### config.mk
export PLATFORM = sky130hd
export DESIGN_NAME = counter_en_gen
export DESIGN_NICKNAME = d
export VERILOG_FILES = /design/src/rtl/counter_en_gen_pkg.sv /design/src/rtl/counter_en_gen_period_counter.sv /design/src/rtl/counter_en_gen.sv
export SDC_FILE = /design/constraint.sdc
export NUM_CORES = 1
export LEC_CHECK = 0
export ABC_CLOCK_PERIOD_IN_PS = 4300
export BUFFER_PORTS_ARGS = -buffer_cell sky130_fd_sc_hd__buf_2
export CAP_MARGIN = 15
export CORE_UTILIZATION = 44
export CTS_CLUSTER_DIAMETER = 150
export CTS_CLUSTER_SIZE = 24
export DETAILED_ROUTE_END_ITERATION = 6
export GPL_TIMING_DRIVEN = 0
export SLEW_MARGIN = 25
export SYNTH_ARGS = -nofsm -noshare
export SYNTH_HDL_FRONTEND = slang
export SYNTH_HIERARCHICAL = 1
export SYNTH_SLANG_ARGS = --single-unit
### constraint.sdc
create_clock -name clk -period 4.3 [get_ports clk]
set_input_delay 0.43 -clock clk [delete_from_list [all_inputs] [get_ports clk]]
set_output_delay 0.43 -clock clk [all_outputs]
set_load 0.03 [all_outputs]
### src/rtl/counter_en_gen_pkg.sv
// Shared timing constants for the enable generator and the sprite-motion consumers
// that select jump/gravity step rates.
package counter_en_gen_pkg;

  localparam int unsigned DEFAULT_WIDTH = 32;
  localparam int unsigned FRAME_PERIOD  = 60;

  localparam int unsigned STEP_PERIOD_10 = 10;
  localparam int unsigned STEP_PERIOD_12 = 12;
  localparam int unsigned STEP_PERIOD_15 = 15;
  localparam int unsigned STEP_PERIOD_20 = 20;
  localparam int unsigned STEP_PERIOD_30 = 30;
  localparam int unsigned STEP_PERIOD_60 = 60;

  typedef enum logic [2:0] {
    STEP_10,
    STEP_12,
    STEP_15,
    STEP_20,
    STEP_30,
    STEP_60
  } step_rate_e;

  function automatic int unsigned step_period(input step_rate_e rate);
    int unsigned p;
    case (rate)
      STEP_10: p = STEP_PERIOD_10;
      STEP_12: p = STEP_PERIOD_12;
      STEP_15: p = STEP_PERIOD_15;
      STEP_20: p = STEP_PERIOD_20;
      STEP_30: p = STEP_PERIOD_30;
      default: p = STEP_PERIOD_60;
    endcase
    return p;
  endfunction

endpackage

### src/rtl/counter_en_gen_period_counter.sv
// Period counter emitting a one-cycle tick every `period` cycles; period 0 disables
// the channel and the period may change on any cycle.
module period_counter
  import counter_en_gen_pkg::*;
#(
  parameter int unsigned WIDTH = DEFAULT_WIDTH
) (
  input  logic             clk,
  input  logic             rst,
  input  logic [WIDTH-1:0] period,
  output logic             tick
);

  logic [WIDTH-1:0] cnt;
  logic             active;

  assign active = (period != '0);
  // >= rather than == so a period shrunk below the current count wraps at once
  assign tick   = active && (cnt >= (period - WIDTH'(1)));

  always_ff @(posedge clk or posedge rst) begin
    if (rst) begin
      cnt <= '0;
    end else if (!active) begin
      cnt <= '0;
    end else if (tick) begin
      cnt <= '0;
    end else begin
      cnt <= cnt + WIDTH'(1);
    end
  end

endmodule

### src/rtl/counter_en_gen.sv
// Frame-tick and run-time-rate tick generator; consumers use the pulses as clock
// enables instead of derived clocks.
module counter_en_gen
  import counter_en_gen_pkg::*;
#(
  parameter int unsigned SIZE  = FRAME_PERIOD,
  parameter int unsigned WIDTH = DEFAULT_WIDTH
) (
  input  logic             clk,
  input  logic             rst,
  input  logic [WIDTH-1:0] size,
  output logic             fixed_en,
  output logic             var_en
);

  localparam logic [WIDTH-1:0] FIXED_PERIOD = WIDTH'(SIZE);

  period_counter #(
    .WIDTH (WIDTH)
  ) u_fixed (
    .clk    (clk),
    .rst    (rst),
    .period (FIXED_PERIOD),
    .tick   (fixed_en)
  );

  period_counter #(
    .WIDTH (WIDTH)
  ) u_var (
    .clk    (clk),
    .rst    (rst),
    .period (size),
    .tick   (var_en)
  );

endmodule

# Word level (Yosys, flattened, before mapping)
# Cells that the tools add are included.
[classes] n_addsub=3 n_mul=0 div=0 magnitude_cmp=2 eq_ne=0 shifts=0 n_mux=3 bitwise_logic=0 reduce_logical=2
[ops] operator="$mux 32" count=3
[ops] operator="$add 32x1->32 const B" count=2
[ops] operator="$ge 32x32->1" count=1
[ops] operator="$ge 32x6->1 const B" count=1
[ops] operator="$reduce_bool 32->1" count=1
[ops] operator="$sub 32x1->32 const B" count=1
[ops] operator="$logic_and 1x1->1" count=1
[word_totals] ff_bits=64 latchBits=0 ramBits=0 mem_bits_ro=0 output_inout_bits=2 mem_count=0

# Longest topological paths before layout
# Gate-level depths: netlist (run 1).
[depth] word_depth=5 ltp_mapped=14 mapped_depth_nobuf=13

# Modules after synthesis
# The synthesis (run 1) kept the hierarchy.
[by_module_without_submodules] module="period_counter" n_inst=2 cells_per_inst=329 area_each_um2=2931.6 seq_area_each_um2=800.8
[by_module_without_submodules] module="counter_en_gen" n_inst=1 cells_per_inst=2 area_each_um2=7.5 seq_area_each_um2=0.0

# Least setup slack after synthesis (run 1)
# OpenSTA, ideal clock, no wires.
[synth_timing] path_kind="input-to-output" start="input port size[0]" end="output port var_en" t_arrival_ps=3278 required_ps=3870 path_slack_ps=592 path_stages=12 path_cell_list="inv_1 ha_1 nor3b_1 nand2_1 nor3b_1 xnor2_1 ha_1 and4_1 nand4_1 or4_1 a31oi_2 o21a_1"
[synth_via] elab_chain_cells=3
[synth_lines] item="from (decl)" line="counter_en_gen.sv:11" text="input logic [WIDTH-1:0] size,"
[synth_lines] item="$sub 32x1->32" line="counter_en_gen_period_counter.sv:19" text="assign tick = active && (cnt >= (period - WIDTH'(1)));"
[synth_lines] item="$ge 32x32->1" line="counter_en_gen_period_counter.sv:19"
[synth_lines] item="$logic_and 1x1->1 (*)" line="counter_en_gen_period_counter.sv:19"
[synth_lines] item="to (decl)" line="counter_en_gen.sv:13" text="output logic var_en"
# Mark *: on every way between the ends. The rest lies on a longest branch, timed or not.

# Worst setup path in the final report (run 1)
# Ends and elaborated chain as after synthesis.

==> out/results.txt, run 1 <==
Post-route non-filler standard cell count = 988
CTS root buffer = clkbuf_16
DIE WIDTH = 118 um
Max incr delay on CP = 580 ps
Num ports = 36
Worst-path fanout max = 6
Fin worst setup slack = 195 ps
Starting Density = 45.8%
Final-report max-slew violation count = 0
Hold Buf Count CTS = 0
Sequential cell area = 0.00160 mm^2
Die area = 0.0138 mm^2
DRC = 0
Diode count = 0
First-pass GRT wire length = 23400 um
Arrival @ worst endpoint = 3670 ps
Unrepaired setup endpoints after global routing = false
Initial antenna violation count = 0
Hold crit path type = primary input to asynchronous set/reset pin
Deepest clock path buffer count = 2
Max_cap viols = 0
Routed vias = 5086
Final setup fails = 0
HPWL after detailed placement = 11000 um
CTS tree = built
PortBufs = 35
H-tree depth = 3
Final Skew = 8.87 ps
Grt ovf = 0
Run status = finished clean
Slowest stage cell on the critical path = or4_1
Wirelength, routed = 13700 um
Max Clk Rate = 244 MHz
Vias in the first global route = 5060
Post-synthesis instance total = 660
DR vias/cell = 5.15
Clk Latency, worst-skew pair = 340 ps
Final net count = 915
Overall global routing resource usage = 20.8%
Crit start category = primary input
Reg-to-reg setup timing slack = 1730 ps
First-pass DRT Iterations = 4
Post-route ant nets = 0
Hold_ws = 203 ps
Flops & latches, synth = 64
CP Capture Type = primary output
CP cell instances = buf_2 -> inv_1 -> ha_1 -> nor3b_4 -> nand2_2 -> nor3b_1 -> xnor2_1 -> ha_1 -> and4_1 -> nand4_1 -> or4_1 -> a31oi_4 -> o21a_1 -> buf_2
Cell total after placement = 972
Fill count = 1215
Syn-to-layout area delta = 19.3%
Core Footprint = 0.0128 mm^2
Final Hold Fails = 0
Cts bufs inserted = 9
Num Clock Sinks = 64
DRT iter0 DRCs = 169
CP Data Required Time = 3870 ps
Gpl congestion = 0.928
Post-place setup slack = -226 ps
Relative slew slack = 50.8%
VDD IR max = 0.000201 V
Die H = 118 um
Rows = 41
Pwr Density = 316 mW/mm^2
DR WL/cell = 13.9 um
Worst-Margin Slew = 732 ps
Critical path type = primary input to primary output
Multi-input combinational cell area = 0.00456 mm^2
Largest net degree at the start of global routing = 33
Sequential element share of the synthesized area = 27.3%
Final period util = 95.5%
Count of yosys warnings during synthesis = 6
Clk slew on worst S/H paths = 50 ps
Leak = 0.00320 uW
Avg Cell Area, Syn = 8.89 um^2
Tmin final = 4100 ps
Distinct cells, synth = 43
Layout cells sized above 1 = 12.6%
Mapped cell area = 0.00587 mm^2
[repair_timing]
action	CTS	global route
pin swaps	0	1
gates resized for setup	3	6
setup endpoints to repair	1	1
setup buffers	0	1
[metal layers]
metal	up-vias	GRT usage [%]	part of all wire, %	wire [um]
li1	2626	-	-	-
met2	107	38.3	51	7010
met3	20	3.00	3.5	479
met4	0	7.45	2.0	273
met5	-	0	0	0
met1	2333	24.3	43	5930
[final timing paths]
check / from / end / depth (start not counted)
min in group clk: u_fixed/cnt[0] / u_fixed/cnt[0] / 1
worst min register to register: u_fixed/cnt[0] / u_fixed/cnt[0] / 1
worst max register to register: u_fixed/cnt[15] / u_fixed/cnt[6] / 7
worst min-delay path: rst / u_var/cnt[28] / 2
worst max-delay path: size[0] / var_en / 14
max in group asynchronous: rst / u_fixed/cnt[15] / 2
[state kept, by name, summed over array words and instances (netlist names)]
| signal | count |
|---|---|
| u_fixed/cnt | 32 |
| u_var/cnt | 32 |
[Yosys cell counts (all sizes together)]
library cell	number	share of area, %
nor3	78	6.8
ha	70	15
dfrtp	64	27
xor2	62	9.2
xnor2	52	7.8
nor2	44	2.8
nand3	42	3.8
nand4	40	4.5
nand2	38	2.4
a21oi	24	2.0
nor4	22	3.8
buf	14	1.8
inv	14	0.90
and3	12	1.3
o21ai	12	1.0
and2	8	0.85
a21o	6	0.77
and4	6	0.90
nor3b	6	0.77
or4	6	0.90
and4b	4	0.72
clkbuf	4	0.26
nand2b	4	0.43
o21a	4	0.51
a2111oi	2	0.30
a211oi	2	0.26
a221o	2	0.34
a31oi	2	0.43
conb	2	0.13
nor2b	2	0.21
o211ai	2	0.43
o21bai	2	0.26
o31a	2	0.30
o31ai	2	0.26
o41a	2	0.38
or2	2	0.21
[cell type report]
cell class / instances / area share [%]
Timing Repair Buffer: 36 / 2.61
Sequential cell: 64 / 22.9
Multi-Input combinational cell: 669 / 65.1
Buffer: 17 / 1.70
Clock inverter: 7 / 0.697
Tap cell: 172 / 3.07
Clock buffer: 9 / 3.22
Inverter: 14 / 0.750
[cell families (layout without fill, tap and decap cells)]
group / Yosys count / after routing / synth area share (%)
buffers and inverters: 32 / 83 / 2.98
and+or+nand+nor: 314 / 314 / 30.4
AOI/OAI and AO/OA: 64 / 64 / 7.29
DFF: 64 / 64 / 27.3
xor gates and xnor gates: 114 / 114 / 17.0
other: 2 / 107 / 0.128
adders and majority gates: 70 / 70 / 14.9
[placed cells by master, fill, tap and decap left out, types with 5 or more instances in the layout]
master / netlist / routed
conb_1: 2 / 107
nor3_1: 76 / 75
ha_1: 70 / 70
dfrtp_1: 64 / 64
xor2_1: 62 / 62
xnor2_1: 52 / 52
nor2_1: 44 / 44
buf_2: 8 / 43
nand3_1: 40 / 40
nand4_1: 38 / 38
nand2_1: 38 / 37
a21oi_1: 24 / 24
inv_1: 14 / 12
o21ai_0: 12 / 12
and3_1: 12 / 12
nor4_2: 14 / 11
clkbuf_16: 0 / 9
nor4_1: 8 / 7
and2_1: 8 / 7
and4_1: 6 / 6
a21o_1: 6 / 6
buf_6: 6 / 6
nor3b_1: 6 / 5
[metrics by stage]
| stage | utilization [%] | instance area, um^2 | setup TNS [ps] | power [uW] |
|---|---|---|---|---|
| 2_1_floorplan | - | 6260 | 0 | 1360 |
| 3_3_place_gp | 51.9 | 6660 | -188 | 1500 |
| 3_5_place_dp | 52.0 | 6660 | -226 | 1550 |
| 4_1_cts | 54.2 | 6950 | 0 | 2230 |
| 5_1_grt | 54.6 | 7000 | 0 | 2380 |
| 6_report | 54.6 | 7000 | 0 | 2210 |
[report_power, final]
part / total [uW] / internal [uW] / switching [uW] / leakage, uW
combinational: 649 / 301 / 349 / 0.00222
sequential: 905 / 725 / 180 / 0.000862
clock: 657 / 388 / 269 / 0.000123
total: 2210 / 1410 / 798 / 0.00320
[worst max-delay path, delay by kind of cell]
family | cells | cell delay, ps
compound gates | 2 | 540
buf+inv | 3 | 450
simple gates | 6 | 1660
xor+xnor | 1 | 110
fa+ha+maj | 2 | 480
(Power assumes the default switching activity.)
==> run 2, diff against run 1 <==
Settings changed: CORE_MARGIN from default to 4, SETUP_SLACK_MARGIN from default to 0.4.
==> out/results.txt, run 2 (synthesis results as in run 1) <==
Run status = finished clean (unchanged)
Post-route ant nets = 0 (unchanged)
Post-route non-filler standard cell count = 994 (was 988)
Syn-to-layout area delta = 22.0% (was 19.3%)
Final net count = 922 (was 915)
Cts bufs inserted = 9 (unchanged)
Gpl congestion = 0.865 (was 0.928)
Total power = 2320 uW (was 2210 uW)
First-pass DRT Iterations = 4 (unchanged)
Initial antenna violation count = 0 (unchanged)
CTS root buffer = clkbuf_16 (unchanged)
Max incr delay on CP = 570 ps (was 580 ps)
Num Clock Sinks = 64 (unchanged)
Fill count = 1197 (was 1215)
Final setup fails = 0 (unchanged)
Max Clk Rate = 264 MHz (was 244 MHz)
VDD IR max = 0.000229 V (was 0.000201 V)
Relative slew slack = 48.7% (was 50.8%)
Most frequent cells in the layout = conb_1, nor3_1, ha_1 (unchanged)
CP Capture Type = primary output (unchanged)
Clk Latency, worst-skew pair = 330 ps (was 340 ps)
CP cell instances = buf_2 -> inv_1 -> ha_1 -> nor3b_4 -> nand4_1 -> xor2_1 -> ha_1 -> and4_4 -> nand4_1 -> or4_4 -> a31oi_4 -> o21a_1 -> buf_6 (was buf_2 -> inv_1 -> ha_1 -> nor3b_4 -> nand2_2 -> nor3b_1 -> xnor2_1 -> ha_1 -> and4_1 -> nand4_1 -> or4_1 -> a31oi_4 -> o21a_1 -> buf_2)
Die area = 0.0153 mm^2 (was 0.0138 mm^2)
Hold Buf Count CTS = 0 (unchanged)
Tmin final = 3790 ps (was 4100 ps)
DIE WIDTH = 124 um (was 118 um)
Slowest stage cell on the critical path = or4_4 (was or4_1)
CTS tree = built (unchanged)
H-tree depth = 3 (unchanged)
Hold crit path type = primary input to asynchronous set/reset pin (unchanged)
Largest net degree at the start of global routing = 33 (unchanged)
Wirelength, routed = 13800 um (was 13700 um)
Routed vias = 5186 (was 5086)
Pwr Density = 324 mW/mm^2 (was 316 mW/mm^2)
Final Hold Fails = 0 (unchanged)
Unrepaired setup endpoints after global routing = false (unchanged)
Starting Density = 45.8% (unchanged)
Final-report max-slew violation count = 0 (unchanged)
Arrival @ worst endpoint = 3360 ps (was 3670 ps)
Max_cap viols = 0 (unchanged)
Num ports = 36 (unchanged)
Cell total after placement = 972 (unchanged)
Clk slew on worst S/H paths = 50 ps (about the same)
Diode count = 0 (unchanged)
Rows = 41 (unchanged)
Sequential cell area = 0.00160 mm^2 (unchanged)
CP delay by family, top = simple AND/OR/NAND/NOR gates (unchanged)
Overall global routing resource usage = 19.2% (was 20.8%)
Hold_ws = 212 ps (was 203 ps)
Worst-path fanout max = 3 (was 6)
PortBufs = 35 (unchanged)
Most common cell after layout, fill and taps aside = conb_1 (unchanged)
Core Footprint = 0.0128 mm^2 (unchanged)
Final period util = 88.2% (was 95.5%)
Worst-Margin Slew = 764 ps (was 732 ps)
Final Skew = 6.71 ps (was 8.87 ps)
Vias in the first global route = 4997 (was 5060)
DRC = 0 (unchanged)
Crit start category = primary input (unchanged)
Layout cells sized above 1 = 14.6% (was 12.6%)
Deepest clock path buffer count = 2 (unchanged)
CP Data Required Time = 3870 ps (about the same)
Critical path type = primary input to primary output (unchanged)
Buf+Inv Stages, Crit Path = 3 (unchanged)
Multi-input combinational cell area = 0.00462 mm^2 (was 0.00456 mm^2)
First-pass GRT wire length = 23400 um (about the same)
DR vias/cell = 5.22 (was 5.15)
DRT iter0 DRCs = 232 (was 169)
DR WL/cell = 13.9 um (about the same)
Leak = 0.00327 uW (was 0.00320 uW)
Regs by FF count = u_fixed/cnt (32), u_var/cnt (32) (unchanged)
Final TNS setup = 0 ps (unchanged)
Die H = 124 um (was 118 um)
HPWL after detailed placement = 10900 um (was 11000 um)
Grt ovf = 0 (unchanged)
## run 2: final cells by class
type                       instances  share of cell area (%)
tap                              172                    3.01
buffer                            18                    1.82
clock inverter                     2                   0.524
inverter                          14                   0.734
timing repair buffer              42                    3.27
multi-input combinational        669                    64.5
clock buffer                      13                    3.77
sequential                        64                    22.4
## run 2: metal layers
metal,share of wire (%),track usage [%],vias up
li1,-,-,2632
met1,44,23.6,2444
met2,50,34.0,88
met3,3.1,2.24,22
met4,2.5,7.68,0
met5,0,0,-
## run 2: timing repair
item | in CTS | in global routing
buffers inserted | 4 | 3
endpoints found under the hold margin | 0 | 0
endpoints found under the setup margin | 31 | 1
pin swaps | 3 | 11
gates resized for setup | 12 | 19
## run 2: worst paths after layout
check | from | cells past startpoint | slack [ps] | end
min in group clk | u_fixed/cnt[0] | 1 | 540 | u_fixed/cnt[0]
worst max-delay path | size[1] | 13 | 510 | var_en
worst min-delay path | rst | 2 | 210 | u_var/cnt[25]
worst max register to register | u_fixed/cnt[15] | 7 | 1700 | u_fixed/cnt[24]
worst min register to register | u_fixed/cnt[0] | 1 | 540 | u_fixed/cnt[0]
max in group asynchronous | rst | 2 | 3650 | u_var/cnt[5]
## run 2: where the power goes
part / internal [uW] / switching (uW) / total (uW)
Clock: 493 / 260 / 753
Sequential: 725 / 184 / 909
Combinational: 306 / 352 / 658
## run 2: per-stage QoR
step / setup slack, ps / area (um^2) / util [%]
after CTS: 402 / 7060 / 55.1
final: 508 / 7160 / 55.8
after global routing: 348 / 7160 / 55.8
after floorplan: 592 / 6260 / -
after detailed placement: -282 / 6660 / 52.0
after global placement: -201 / 6660 / 51.9
